## config.mk

```make
export PLATFORM = sky130hd
export DESIGN_NAME = spi_rx_multi_flat
export DESIGN_NICKNAME = d
export VERILOG_FILES = /design/src/rtl/spi_rx_multi_if.sv /design/src/rtl/spi_rx_multi.sv /design/src/flat_wrapper.sv
export SDC_FILE = /design/constraint.sdc
export NUM_CORES = 1
export LEC_CHECK = 0
export CAP_MARGIN = 5
export CORE_UTILIZATION = 50
export DETAILED_ROUTE_END_ITERATION = 8
export PLACE_DENSITY = 0.73
export REMOVE_ABC_BUFFERS = 1
export SLEW_MARGIN = 20
export SYNTH_ARGS = -nofsm -noshare
export SYNTH_HDL_FRONTEND = slang
export SYNTH_SLANG_ARGS = --single-unit
```

## constraint.sdc

```tcl
create_clock -name clk -period 2.6 [get_ports clk]
set_clock_uncertainty 0.05 [all_clocks]
set_input_delay 0.39 -clock clk [delete_from_list [all_inputs] [get_ports clk]]
set_output_delay 0.39 -clock clk [all_outputs]
set_load 0.05 [all_outputs]
```

## src/rtl/spi_rx_multi_if.sv

```systemverilog
// spi_rx_multi_if: control, SPI pins and result bundle of spi_rx_multi.
// SPI_RX_MOSI_EN adds the tx_word/mosi transmit signals.
interface spi_rx_multi_if #(
    parameter int BITS     = 16,
    parameter int CHANNELS = 2
);
    localparam int CW = (CHANNELS > 1) ? $clog2(CHANNELS) : 1;

    logic                en;
    logic [CW-1:0]       ch_sel;
    logic                miso;
    logic [CHANNELS-1:0] ss_n;
    logic                sclk;
    logic                busy;
    logic                data_valid;
    logic [CW-1:0]       data_ch;
    logic [BITS-1:0]     data_rec;
`ifdef SPI_RX_MOSI_EN
    logic [BITS-1:0]     tx_word;
    logic                mosi;

    modport master (
        input  en, ch_sel, miso, tx_word,
        output ss_n, sclk, busy, data_valid, data_ch, data_rec, mosi
    );
    modport slave (
        output en, ch_sel, miso, tx_word,
        input  ss_n, sclk, busy, data_valid, data_ch, data_rec, mosi
    );
`else
    modport master (
        input  en, ch_sel, miso,
        output ss_n, sclk, busy, data_valid, data_ch, data_rec
    );
    modport slave (
        output en, ch_sel, miso,
        input  ss_n, sclk, busy, data_valid, data_ch, data_rec
    );
`endif
endinterface

```

## src/rtl/spi_rx_multi.sv

```systemverilog
// spi_rx_multi: multi-channel SPI receive master with divider, mode, lead/gap.
// Define SPI_RX_MOSI_EN to add the tx_word/mosi transmit path.
module spi_rx_multi #(
    parameter int BITS     = 16,
    parameter int CHANNELS = 2,
    parameter int CLK_DIV  = 6,
    parameter int LEAD     = 2,
    parameter int GAP      = 2,
    parameter bit CPOL     = 1'b1,
    parameter bit CPHA     = 1'b0
) (
    input logic            clk,
    input logic            rst,
    spi_rx_multi_if.master bus
);
    localparam int CW   = (CHANNELS > 1) ? $clog2(CHANNELS) : 1;
    localparam int HALF = CLK_DIV / 2;
    localparam int LG   = (LEAD > GAP) ? LEAD : GAP;
    localparam int MAXC = (LG > CLK_DIV) ? LG : CLK_DIV;
    localparam int TW   = $clog2(MAXC + 1);
    localparam int BW   = $clog2(BITS + 1);

    localparam logic [TW-1:0] T_ONE    = TW'(1);
    localparam logic [TW-1:0] LEAD_END = TW'(LEAD - 1);
    localparam logic [TW-1:0] GAP_END  = TW'(GAP - 1);
    localparam logic [TW-1:0] DIV_END  = TW'(CLK_DIV - 1);
    localparam logic [TW-1:0] HALF_T   = TW'(HALF);
    // Sample on the leading edge (CPHA=0) or the trailing edge (CPHA=1)
    localparam logic [TW-1:0] SAMP_AT  = CPHA ? DIV_END : TW'(HALF - 1);
    localparam logic [BW-1:0] B_ONE    = BW'(1);
    localparam logic [BW-1:0] BITS_B   = BW'(BITS);
    localparam logic [CW:0]   CH_LIM   = (CW + 1)'(CHANNELS);
    localparam logic [CW-1:0] CH_MAX   = CW'(CHANNELS - 1);

    typedef enum logic [1:0] {
        S_IDLE,
        S_LEAD,
        S_XFER,
        S_GAP
    } state_t;

    state_t              state_q, state_d;
    logic [TW-1:0]       cnt_q, cnt_d;
    logic [BW-1:0]       bit_q, bit_d;
    logic [CW-1:0]       ch_q, ch_d;
    logic [BITS-1:0]     sh_q, sh_d;
    logic [CHANNELS-1:0] ss_n_q, ss_n_d;
    logic                sclk_q, sclk_d;
    logic                dv_q, dv_d;
    logic [CW-1:0]       dch_q, dch_d;
    logic [BITS-1:0]     drec_q, drec_d;
    logic                samp;
    logic                sel;
`ifdef SPI_RX_MOSI_EN
    localparam logic [TW-1:0] DRIVE_AT = CPHA ? TW'(HALF - 1) : DIV_END;
    logic [BITS-1:0]     tx_q, tx_d;
    logic                drive;
`endif

    // State register and all registered outputs
    always_ff @(posedge clk or negedge rst) begin
        if (!rst) begin
            state_q <= S_IDLE;
            cnt_q   <= '0;
            bit_q   <= '0;
            ch_q    <= '0;
            sh_q    <= '0;
            ss_n_q  <= '1;
            sclk_q  <= CPOL;
            dv_q    <= 1'b0;
            dch_q   <= '0;
            drec_q  <= '0;
`ifdef SPI_RX_MOSI_EN
            tx_q    <= '0;
`endif
        end else begin
            state_q <= state_d;
            cnt_q   <= cnt_d;
            bit_q   <= bit_d;
            ch_q    <= ch_d;
            sh_q    <= sh_d;
            ss_n_q  <= ss_n_d;
            sclk_q  <= sclk_d;
            dv_q    <= dv_d;
            dch_q   <= dch_d;
            drec_q  <= drec_d;
`ifdef SPI_RX_MOSI_EN
            tx_q    <= tx_d;
`endif
        end
    end

    // Next state, sclk phase, sampling and frame hand-off
    always_comb begin
        state_d = state_q;
        cnt_d   = cnt_q;
        bit_d   = bit_q;
        ch_d    = ch_q;
        sh_d    = sh_q;
        dv_d    = 1'b0;
        dch_d   = dch_q;
        drec_d  = drec_q;
        ss_n_d  = '1;
        sclk_d  = CPOL;
        sel     = 1'b0;
        samp    = (state_q == S_XFER) && (cnt_q == SAMP_AT);
`ifdef SPI_RX_MOSI_EN
        tx_d    = tx_q;
        // Shift only after a sample so the MSB survives a CPHA=1 lead edge
        drive   = (state_q == S_XFER) && (cnt_q == DRIVE_AT)
                  && (bit_q != BITS_B);
`endif
        unique case (state_q)
            S_IDLE: begin
                if (bus.en) begin
                    state_d = S_LEAD;
                    cnt_d   = '0;
                    bit_d   = BITS_B;
                    ch_d    = ({1'b0, bus.ch_sel} >= CH_LIM)
                              ? CH_MAX : bus.ch_sel;
`ifdef SPI_RX_MOSI_EN
                    tx_d    = bus.tx_word;
`endif
                end
            end
            S_LEAD: begin
                if (cnt_q == LEAD_END) begin
                    state_d = S_XFER;
                    cnt_d   = '0;
                end else begin
                    cnt_d = cnt_q + T_ONE;
                end
            end
            S_XFER: begin
                if (samp) begin
                    sh_d  = {sh_q[BITS-2:0], bus.miso};
                    bit_d = bit_q - B_ONE;
                end
`ifdef SPI_RX_MOSI_EN
                if (drive) begin
                    tx_d = {tx_q[BITS-2:0], 1'b0};
                end
`endif
                if (cnt_q == DIV_END) begin
                    cnt_d = '0;
                    // Last period back at CPOL: hand the frame over
                    if (bit_d == '0) begin
                        state_d = S_GAP;
                        dv_d    = 1'b1;
                        dch_d   = ch_q;
                        drec_d  = sh_d;
                    end
                end else begin
                    cnt_d = cnt_q + T_ONE;
                end
            end
            S_GAP: begin
                if (cnt_q == GAP_END) begin
                    state_d = S_IDLE;
                    cnt_d   = '0;
                end else begin
                    cnt_d = cnt_q + T_ONE;
                end
            end
            default: begin
                state_d = S_IDLE;
            end
        endcase

        sel = (state_d == S_LEAD) || (state_d == S_XFER);
        for (int i = 0; i < CHANNELS; i++) begin
            ss_n_d[i] = !(sel && (ch_d == CW'(i)));
        end
        if ((state_d == S_XFER) && (cnt_d >= HALF_T)) begin
            sclk_d = ~CPOL;
        end
    end

    assign bus.ss_n       = ss_n_q;
    assign bus.sclk       = sclk_q;
    assign bus.busy       = (state_q != S_IDLE);
    assign bus.data_valid = dv_q;
    assign bus.data_ch    = dch_q;
    assign bus.data_rec   = drec_q;
`ifdef SPI_RX_MOSI_EN
    assign bus.mosi = ((state_q == S_LEAD) || (state_q == S_XFER))
                      ? tx_q[BITS-1] : 1'b0;
`endif

endmodule

```

## src/flat_wrapper.sv

```systemverilog
// flat-port wrapper written by rule: the top's interface ports become plain ports
module spi_rx_multi_flat 
#(
    parameter int BITS     = 16,
    parameter int CHANNELS = 2,
    parameter int CLK_DIV  = 6,
    parameter int LEAD     = 2,
    parameter int GAP      = 2,
    parameter bit CPOL     = 1'b1,
    parameter bit CPHA     = 1'b0
)
  (clk, rst, bus_en, bus_ch_sel, bus_miso, bus_ss_n, bus_sclk, bus_busy, bus_data_valid, bus_data_ch, bus_data_rec);
  spi_rx_multi_if #(.BITS(BITS), .CHANNELS(CHANNELS)) bus_i ();
  input logic clk;
  input logic rst;
  input wire logic [$bits(bus_i.en)-1:0] bus_en;
  input wire logic [$bits(bus_i.ch_sel)-1:0] bus_ch_sel;
  input wire logic [$bits(bus_i.miso)-1:0] bus_miso;
  output wire logic [$bits(bus_i.ss_n)-1:0] bus_ss_n;
  output wire logic [$bits(bus_i.sclk)-1:0] bus_sclk;
  output wire logic [$bits(bus_i.busy)-1:0] bus_busy;
  output wire logic [$bits(bus_i.data_valid)-1:0] bus_data_valid;
  output wire logic [$bits(bus_i.data_ch)-1:0] bus_data_ch;
  output wire logic [$bits(bus_i.data_rec)-1:0] bus_data_rec;
  assign bus_i.en = bus_en;
  assign bus_i.ch_sel = bus_ch_sel;
  assign bus_i.miso = bus_miso;
  assign bus_ss_n = bus_i.ss_n;
  assign bus_sclk = bus_i.sclk;
  assign bus_busy = bus_i.busy;
  assign bus_data_valid = bus_i.data_valid;
  assign bus_data_ch = bus_i.data_ch;
  assign bus_data_rec = bus_i.data_rec;
  spi_rx_multi #(.BITS(BITS), .CHANNELS(CHANNELS), .CLK_DIV(CLK_DIV), .LEAD(LEAD), .GAP(GAP), .CPOL(CPOL), .CPHA(CPHA)) u_core (.clk(clk), .rst(rst), .bus(bus_i));
endmodule
```

==> run summary, run 1 <==
final count of hold timing violations - 0
Worst Path Required - 2160 ps
total congestion overflow - 0
initial antenna violation count - 0
Area contributors post-synth - dfrtp_1 (53%), mux2_4 (11%), mux2_2 (9.0%)
DR WL/cell - 14.5 um
RSZ-0062 raised after global routing - false
largest area contributor in the netlist - dfrtp_1
Total Routed Length - 3.42 mm
Post-CTS Resized - 0
Starting Density - 52.5%
Area Overhead vs Synth - 18.9%
worst skew pair latency - 300 ps
post-route setup TNS - 0 ps
synthesized area - 2120 sq um
post-route ant nets - 0
nature of the critical path endpoint - output pin
Cells after Synth - 155
Die Y - 67.1 um
VDD IR max - 0.443 mV
RD Place Congestion - 0.837
Top FF cell, synth - dfrtp_1
# hold bufs at CTS - 0
Setup Viol. Count Final - 0
vias in the first global route - 1208
HPWL Detailed - 2.28 mm
Slew headroom - 61.8%
largest net degree at the start of global routing - 48
die area - 4500 sq um
Worst-path clk slew - 90 ps
Yosys top cell area share - 53.2%
post-synth cell types - 36
period utilization - 90.8%
GRT Resource Usage Total - 17.6%
min Tclk post-route - 2360 ps
Max FO, Critical Path - 12
Rows - 23
max cap viols - 0
share of cells above drive strength 1 - 28.0%
CTS Sinks - 48
Ports - 27
via-per-instance ratio - 5.22
status - finished clean
HP Class - input port to asynchronous set/reset pin
Slew @ Worst Pin - 573 ps
number of diodes - 0
Peak Freq - 424 MHz
Nets - 192
Power Total - 1.27 mW
# DRC - 0
critical path arrival - 1920 ps
CTS buffer count - 5
Pre-Repair DR Iteration Count - 4
H-tree levels - 2
Synth Area per Inst - 13.7 sq um
async set-or-reset flop fraction in the synthesized netlist - 100%
leakage - 1.23 nW
Post-synth EDFFs - 0
CP Class - flip-flop to output pin
count leader, synth - dfrtp_1
IO Port Bufs - 26
PD cells - 506 nW/um^2
synth cell count leaders - dfrtp_1 (45), mux2_2 (17), mux2_4 (15)
Core Area - 4030 sq um
Initial DRC Count - 72
DR vias - 1231
CTS root buffer - clkbuf_8
Die Wd - 67.1 um
Post-CTS Setup Bufs - 0
FF+latch count, synth - 48
sequential area share after synthesis - 56.9%
Setup crit start kind - flip-flop
clock buffer depth - 2
Synthesis Warnings - 0
first-pass GRT wire length - 5.63 mm
CTS tree - done
Slew Viols, Final - 0
==> cells in the final DEF (no fill, tap or decap), types with 3 or more instances in the layout <==
cell type / synthesis / layout
a21oi_1: 6 / 6
nor2_1: 8 / 8
mux2_1: 3 / 3
nand2b_1: 4 / 4
mux2i_1: 3 / 3
nand3_1: 4 / 4
nor3_1: 5 / 5
buf_4: 0 / 6
nand2_1: 6 / 6
clkbuf_8: 0 / 6
mux2_4: 15 / 15
dfstp_2: 3 / 3
inv_1: 5 / 5
clkdlybuf4s50_1: 0 / 25
mux2_2: 17 / 17
dfrtp_1: 45 / 45
==> report_power, final <==
part | internal (mW) | leakage, nW | switching (mW) | total, mW
combinational | 0.0206 | 0.567 | 0.0298 | 0.0504
sequential | 0.757 | 0.614 | 0.00527 | 0.762
clock | 0.217 | 0.0516 | 0.244 | 0.462
==> cell type report <==
class	count	area, sq um
timing repair buffer	31	295
clock buffer	6	82.6
multi-input combinational	94	840
clock inverter	2	13.8
fill	315	1510
sequential	48	1200
tap	50	62.6
inverter	5	18.8
==> critical path, stage by stage (launching register included) <==
cell             delay, ps
dfrtp_1                610
or2_1                  200
clkdlybuf4s50_1        800
==> cells by family after synthesis <==
logic type                 share of synthesized area, %
buffers and inverters                              3.43
DFF                                                56.9
muxes                                              22.7
adders and majority gates                          1.18
xor gates and xnor gates                          0.414
AOI/OAI and AO/OA                                  4.02
and+or+nand+nor                                    11.3
==> metrics by stage <==
step           utilization, %  hold WS [ps]  cells  area [sq um]  setup slack (ps)
2_1_floorplan               -          44.4    147          2060               566
3_5_place_dp             60.0           442    228          2420               475
5_1_grt                  62.5          73.8    236          2520               146
3_3_place_gp             60.0           430    228          2420               509
4_1_cts                  62.4           240    236          2510               252
6_report                 62.5          21.7    236          2520               240
==> sequential cells by signal (all words and copies together), names as in the netlist <==
name and count:
u_core.bus.data_rec 16, u_core.bus.data_ch 1, u_core.bit_q 5, u_core.sh_q 16, u_core.cnt_q 3, u_core.bus.data_valid 1, u_core.state_q 2, u_core.bus.sclk 1
u_core.ch_q 1, u_core.bus.ss_n 2
==> worst paths after layout <==
path	startpoint	to	slack, ps	cells past startpoint
worst max-delay path	u_core.state_q[1]	bus_busy	240	2
worst min-delay path	rst	u_core.cnt_q[2]	20	1
worst max register to register	u_core.cnt_q[0]	u_core.bus.data_rec[15]	560	5
worst min register to register	u_core.bus.data_rec[8]	u_core.bus.data_rec[8]	460	1
max in group asynchronous	rst	u_core.bus.ss_n[1]	1900	2
min in group clk	u_core.bus.data_rec[8]	u_core.bus.data_rec[8]	460	1
==> metal layers <==
layer / up-vias / wire length, um / global-route usage (%)
met1: 602 / 1580 / 21.7
met5: - / 0 / 0
met3: 8 / 144 / 5.99
li1: 595 / - / -
met4: 0 / 74 / 8.78
met2: 26 / 1620 / 27.1
Note: power is estimated with default switching activity, not from simulation.
==> run 2, diff against run 1 <==
--- a/config.mk
+++ b/config.mk
@@ -9,6 +9,7 @@
 export CORE_UTILIZATION = 50
 export DETAILED_ROUTE_END_ITERATION = 8
 export PLACE_DENSITY = 0.73
+export RECOVER_POWER = 100
 export REMOVE_ABC_BUFFERS = 1
 export SLEW_MARGIN = 20
 export SYNTH_ARGS = -nofsm -noshare
==> run 2 against run 1 <==
Net effect:
- via count decreased by 0.97%
- setup slack lost 30 ps
- total power fell by 0.76%
- global-route usage unchanged
- highest routed layer unchanged
- clock-buffer cell count is the same
- clock power is essentially flat
- combinational power fell by 15%
- fmax is 1.3% lower
- cell area shrank 2.8%
- critical path depth unchanged
- largest cell class unchanged
==> run summary, run 2 (same netlist as run 1, synthesis figures left out) <==
GRT Resource Usage Total - 17.6% (unchanged)
total congestion overflow - 0 (unchanged)
Worst-path clk slew - 90 ps (about the same)
met2 Use GR - 27.1% (unchanged)
max cap viols - 0 (unchanged)
critical path arrival - 1950 ps (+30 ps)
Slew @ Worst Pin - 1110 ps (+542 ps)
clock buffer depth - 2 (unchanged)
VDD IR max - 0.469 mV (+5.9%)
vias in the first global route - 1208 (unchanged)
H-tree levels - 2 (unchanged)
die area - 4500 sq um (unchanged)
Slew Viols, Final - 0 (unchanged)
Pre-Repair DR Iteration Count - 4 (unchanged)
CTS Sinks - 48 (unchanged)
leakage - 1.23 nW (-0.35%)
final count of hold timing violations - 0 (unchanged)
largest net degree at the start of global routing - 48 (unchanged)
grt peak-use layer - met2
post-route setup TNS - 0 ps (unchanged)
Critical Path Slowest Stage Cell - clkdlybuf4s50_1
critical path cell sequence - or2_0 -> clkdlybuf4s50_1
period utilization - 91.9% (+1.2 points)
most frequent cells in the layout - dfrtp_1 (45), dlygate4sd3_1 (22), mux2_1 (18)
# DRC - 0 (unchanged)
Reg2Reg Setup Slack - 380 ps (-180 ps)
Max FO, Critical Path - 12 (unchanged)
CP max stage delay - 820 ps (+20 ps)
Peak Freq - 418 MHz (-1.3%)
CTS buffer count - 5 (unchanged)
post-route ant nets - 0 (unchanged)
DR WL/cell - 14.2 um (-2.2%)
Starting Density - 52.5% (unchanged)
Worst Path Required - 2160 ps (about the same)
PD cells - 516 nW/um^2 (+2.1%)
IO Port Bufs - 26 (unchanged)
DR vias - 1219 (-0.97%)
HPWL Detailed - 2.28 mm (unchanged)
initial antenna violation count - 0 (unchanged)
first-pass GRT wire length - 5.63 mm (unchanged)
CTS root buffer - clkbuf_8
Die Y - 67.1 um (unchanged)
via-per-instance ratio - 5.17 (-0.97%)
Fin Hold WS - 236 ps (+214 ps)
number of diodes - 0 (unchanged)
Setup crit start kind - flip-flop
met1 Use GR - 21.7% (unchanged)
HP Class - input port to asynchronous set/reset pin
min Tclk post-route - 2390 ps (+30.3 ps)
Buf/Inv on CP - 1 (unchanged)
Total Routed Length - 3.35 mm (-2.2%)
Slew headroom - 25.7% (-36 points)
Initial DRC Count - 53 (-26%)
Setup Viol. Count Final - 0 (unchanged)
RSZ-0062 raised after global routing - false
# hold bufs at CTS - 0 (unchanged)
reg2reg end - u_core.bus.data_rec[10]
Rows - 23 (unchanged)
Die Wd - 67.1 um (unchanged)
Post-CTS Resized - 0 (unchanged)
r2r startpoint - u_core.state_q[1]
Core Area - 4030 sq um (unchanged)
worst skew pair latency - 300 ps (about the same)
CP Class - flip-flop to output pin
M3 GR Usage - 5.99% (unchanged)
status - finished clean
# fillers - 333 (+5.7%)
Ports - 27 (unchanged)
Crit path max-delay family - buffers and inverters
nature of the critical path endpoint - output pin
CTS tree - done
Nets - 192 (unchanged)
Area Overhead vs Synth - 15.6%
most common cell after layout, fill and taps aside - dfrtp_1
share of cells above drive strength 1 - 18.3% (-9.7 points)
Post-CTS Setup Bufs - 0 (unchanged)
RD Place Congestion - 0.837 (unchanged)
R2R cell count - 5 (unchanged)
run 2: final cells by class:
type / instances / area (sq um) / share of cell area [%]
Clock inverter: 2 / 13.8 / 0.562
Inverter: 5 / 18.8 / 0.767
Timing Repair Buffer: 31 / 283 / 11.6
Multi-Input combinational cell: 94 / 782 / 32.0
Tap cell: 50 / 62.6 / 2.56
Sequential cell: 48 / 1200 / 49.2
Clock buffer: 6 / 82.6 / 3.37
run 2: routing by layer:
| layer | wire length [um] | part of all wire (%) |
|---|---|---|
| met3 | 126 | 3.8 |
| met1 | 1550 | 46 |
| met5 | 0 | 0 |
| met2 | 1610 | 48 |
| met4 | 59 | 1.8 |
run 2: worst max-delay path by stage:
| stage | from | to | cells past startpoint |
|---|---|---|---|
| floorplan | u_core.state_q[1] | u_core.bus.ss_n[1] | 6 |
| global placement | bus_en | u_core.bus.ss_n[1] | 7 |
| detailed placement | bus_en | u_core.bus.ss_n[1] | 7 |
| CTS | u_core.state_q[1] | bus_busy | 2 |
| global route | u_core.state_q[1] | bus_busy | 2 |
| finish | u_core.state_q[1] | bus_busy | 2 |
run 2: worst register-to-register path: cells and delay by family, from the launching register on:
kind / cells / cell delay [ps]
flip-flops: 1 / 540
AND/OR/NAND/NOR: 3 / 350
multiplexers: 1 / 430
buffers and inverters: 1 / 740
run 2: metrics by stage:
stage | cell area (sq um) | cells | power [mW] | setup slack, ps | utilization (%)
floorplan | 2060 | 147 | 0.797 | 566 | -
CTS | 2510 | 236 | 1.29 | 252 | 62.4
global placement | 2420 | 228 | 0.826 | 509 | 60.0
detailed placement | 2420 | 228 | 0.828 | 475 | 60.0
global route | 2450 | 236 | 1.33 | 96.8 | 60.7
finish | 2450 | 236 | 1.26 | 210 | 60.7
run 2: where the power goes:
part	total, mW	leakage (nW)	switching, mW	internal [mW]
Combinational	0.0427	0.563	0.0293	0.0134
Clock	0.460	0.0516	0.243	0.217
Sequential	0.761	0.614	0.00456	0.757
==> run 3, diff against run 2 <==
--- a/config.mk
+++ b/config.mk
@@ -6,9 +6,9 @@
 export NUM_CORES = 1
 export LEC_CHECK = 0
 export CAP_MARGIN = 5
-export CORE_UTILIZATION = 50
+export CORE_UTILIZATION = 45
 export DETAILED_ROUTE_END_ITERATION = 8
-export PLACE_DENSITY = 0.73
+export PLACE_DENSITY = 0.67
 export RECOVER_POWER = 100
 export REMOVE_ABC_BUFFERS = 1
 export SLEW_MARGIN = 20
==> run 3 against run 2 <==
Net effect:
- the flow now finishes with violations (DRC)
- sequential power hardly changed
- cell area is 0.10% lower
- setup slack worse by 51 ps
- clock-buffer cell count stayed put
- global-route usage is 2.2 points lower
- critical path type unchanged
- critical endpoint unchanged
- largest cell class unchanged
- highest routed layer unchanged
==> run summary, run 3 (same netlist as run 1, synthesis figures left out) <==
status - complete, but fails checks
failing checks - DRC
Rows - 24 (+4.3%)
max cap viols - 0 (unchanged)
critical path arrival - 2000 ps (+50 ps)
post-route ant nets - 0 (unchanged)
final worst slack - 159 ps (-51.2 ps)
Reg2Reg Setup Slack - 340 ps (-40 ps)
Power Total - 1.25 mW (-0.82%)
CTS root buffer - clkbuf_8
multi-input logic area - 786 sq um (+0.48%)
Slew @ Worst Pin - 985 ps (-130 ps)
number of diodes - 0 (unchanged)
clock buffer depth - 2 (unchanged)
Total Routed Length - 3.31 mm (-1.0%)
share of cells above drive strength 1 - 17.4% (-0.89 points)
Nets - 190 (-1.0%)
RSZ-0062 raised after global routing - false
Slew headroom - 34.4% (+8.7 points)
DR WL/cell - 14.0 um (-1.0%)
Post-CTS Setup Bufs - 0 (unchanged)
Peak Freq - 410 MHz (-2.1%)
Max FO, Critical Path - 17 (+5)
total congestion overflow - 0 (unchanged)
most common cell after layout, fill and taps aside - dfrtp_1
Pre-Repair DR Iteration Count - 6 (+2)
nature of the critical path endpoint - output pin
Fin Hold WS - 443 ps (+207 ps)
leakage - 1.21 nW (-1.2%)
Die Y - 70.6 um (+5.2%)
initial antenna violation count - 0 (unchanged)
most frequent cells in the layout - dfrtp_1 (45), dlygate4sd3_1 (23), mux2_2 (17), mux2_1 (17), nor2_1 (8)
first-pass GRT wire length - 6.03 mm (+7.1%)
Die Wd - 70.6 um (+5.2%)
PD cells - 513 nW/um^2 (-0.72%)
CTS tree - done
CTS buffer count - 5 (unchanged)
Sequential Area - 1200 sq um (unchanged)
Slew Viols, Final - 0 (unchanged)
period utilization - 93.9% (+2.0 points)
CP Class - flip-flop to output pin
IO Port Bufs - 26 (unchanged)
RD Place Congestion - 0.820 (-2.0%)
H-tree levels - 2 (unchanged)
Place WS - 452 ps (-23.7 ps)
Setup Viol. Count Final - 0 (unchanged)
HP Class - flip-flop to flip-flop
worst skew pair latency - 290 ps (about the same)
largest net degree at the start of global routing - 34 (-29%)
Starting Density - 47.6% (-4.9 points)
DR vias - 1223 (+0.33%)
Worst-path clk slew - 90 ps (about the same)
# DRC - 4 (+4)
CTS Sinks - 48 (unchanged)
via-per-instance ratio - 5.18 (+0.33%)
min Tclk post-route - 2440 ps (+51.2 ps)
Ports - 27 (unchanged)
GRT Resource Usage Total - 15.4% (-2.2 points)
die area - 4980 sq um (+11%)
Area Overhead vs Synth - 15.5%
final count of hold timing violations - 0 (unchanged)
HPWL Detailed - 2.37 mm (+4.0%)
post-route setup TNS - 0 ps (unchanged)
Worst Path Required - 2160 ps (about the same)
Core Area - 4440 sq um (+10%)
VDD IR max - 0.423 mV (-9.8%)
Initial DRC Count - 93 (+75%)
vias in the first global route - 1300 (+7.6%)
Setup crit start kind - flip-flop
Post-CTS Resized - 0 (unchanged)
# fillers - 375 (+13%)
## run 3: cell types whose count changed in the layout (fill, tap and decap cells not counted), sizes merged
cell         previous run  this run
buf                     1         0
clkbuf                 11         9
clkinv                  1         0
clkinvlp                0         2
dlygate4sd3            22        23
inv                     6         5
## run 3: per-stage QoR
| stage | utilization (%) | cell area [sq um] | cells |
|---|---|---|---|
| finish | 55.0 | 2440 | 236 |
| global route | 55.0 | 2440 | 236 |
| CTS | 56.4 | 2510 | 236 |
| detailed placement | 54.0 | 2400 | 227 |
| global placement | 54.0 | 2400 | 227 |
| floorplan | - | 2060 | 147 |
## run 3: final cells by class
type,count,share of cell area (%)
flip-flops and latches,48,49.3
well taps,52,2.66
clock buffers,6,3.38
multi-input cells,94,32.1
clock inverters,2,0.614
repair buffers,29,11.2
inverters,5,0.768
## run 3: final timing paths
path,from,to,depth (start not counted)
max,u_core.state_q[0],bus_busy,2
min,u_core.bus.data_ch,u_core.bus.data_ch,1
max reg2reg,u_core.state_q[1],u_core.bus.data_rec[13],5
min reg2reg,u_core.bus.data_ch,u_core.bus.data_ch,1
max in group asynchronous,rst,u_core.bus.data_rec[5],3
min in group asynchronous,rst,u_core.cnt_q[0],2
## run 3: where the power goes
part           switching, mW  total, mW  internal (mW)  leakage, nW
Sequential           0.00390      0.760          0.757        0.614
Clock                  0.235      0.451          0.215       0.0434
Combinational         0.0292     0.0427         0.0134        0.556
## run 3: metal layers
metal / global-route usage (%) / vias up / wire (um)
met5: 0 / - / 0
met4: 5.33 / 0 / 38
met3: 3.70 / 4 / 103
met2: 25.2 / 20 / 1620
met1: 20.4 / 604 / 1550
li1: - / 595 / -
## run 3: what timing repair did
item / 4_1_cts / 5_1_grt
setup endpoints to repair: 0 / 0
hold buffers: 1 / 0
hold endpoints to repair: 12 / 0
## run 3: worst max-delay path: stages, from the launching register on
cell,delay [ps]
dfrtp_1,650
or2_0,230
clkdlybuf4s50_1,820
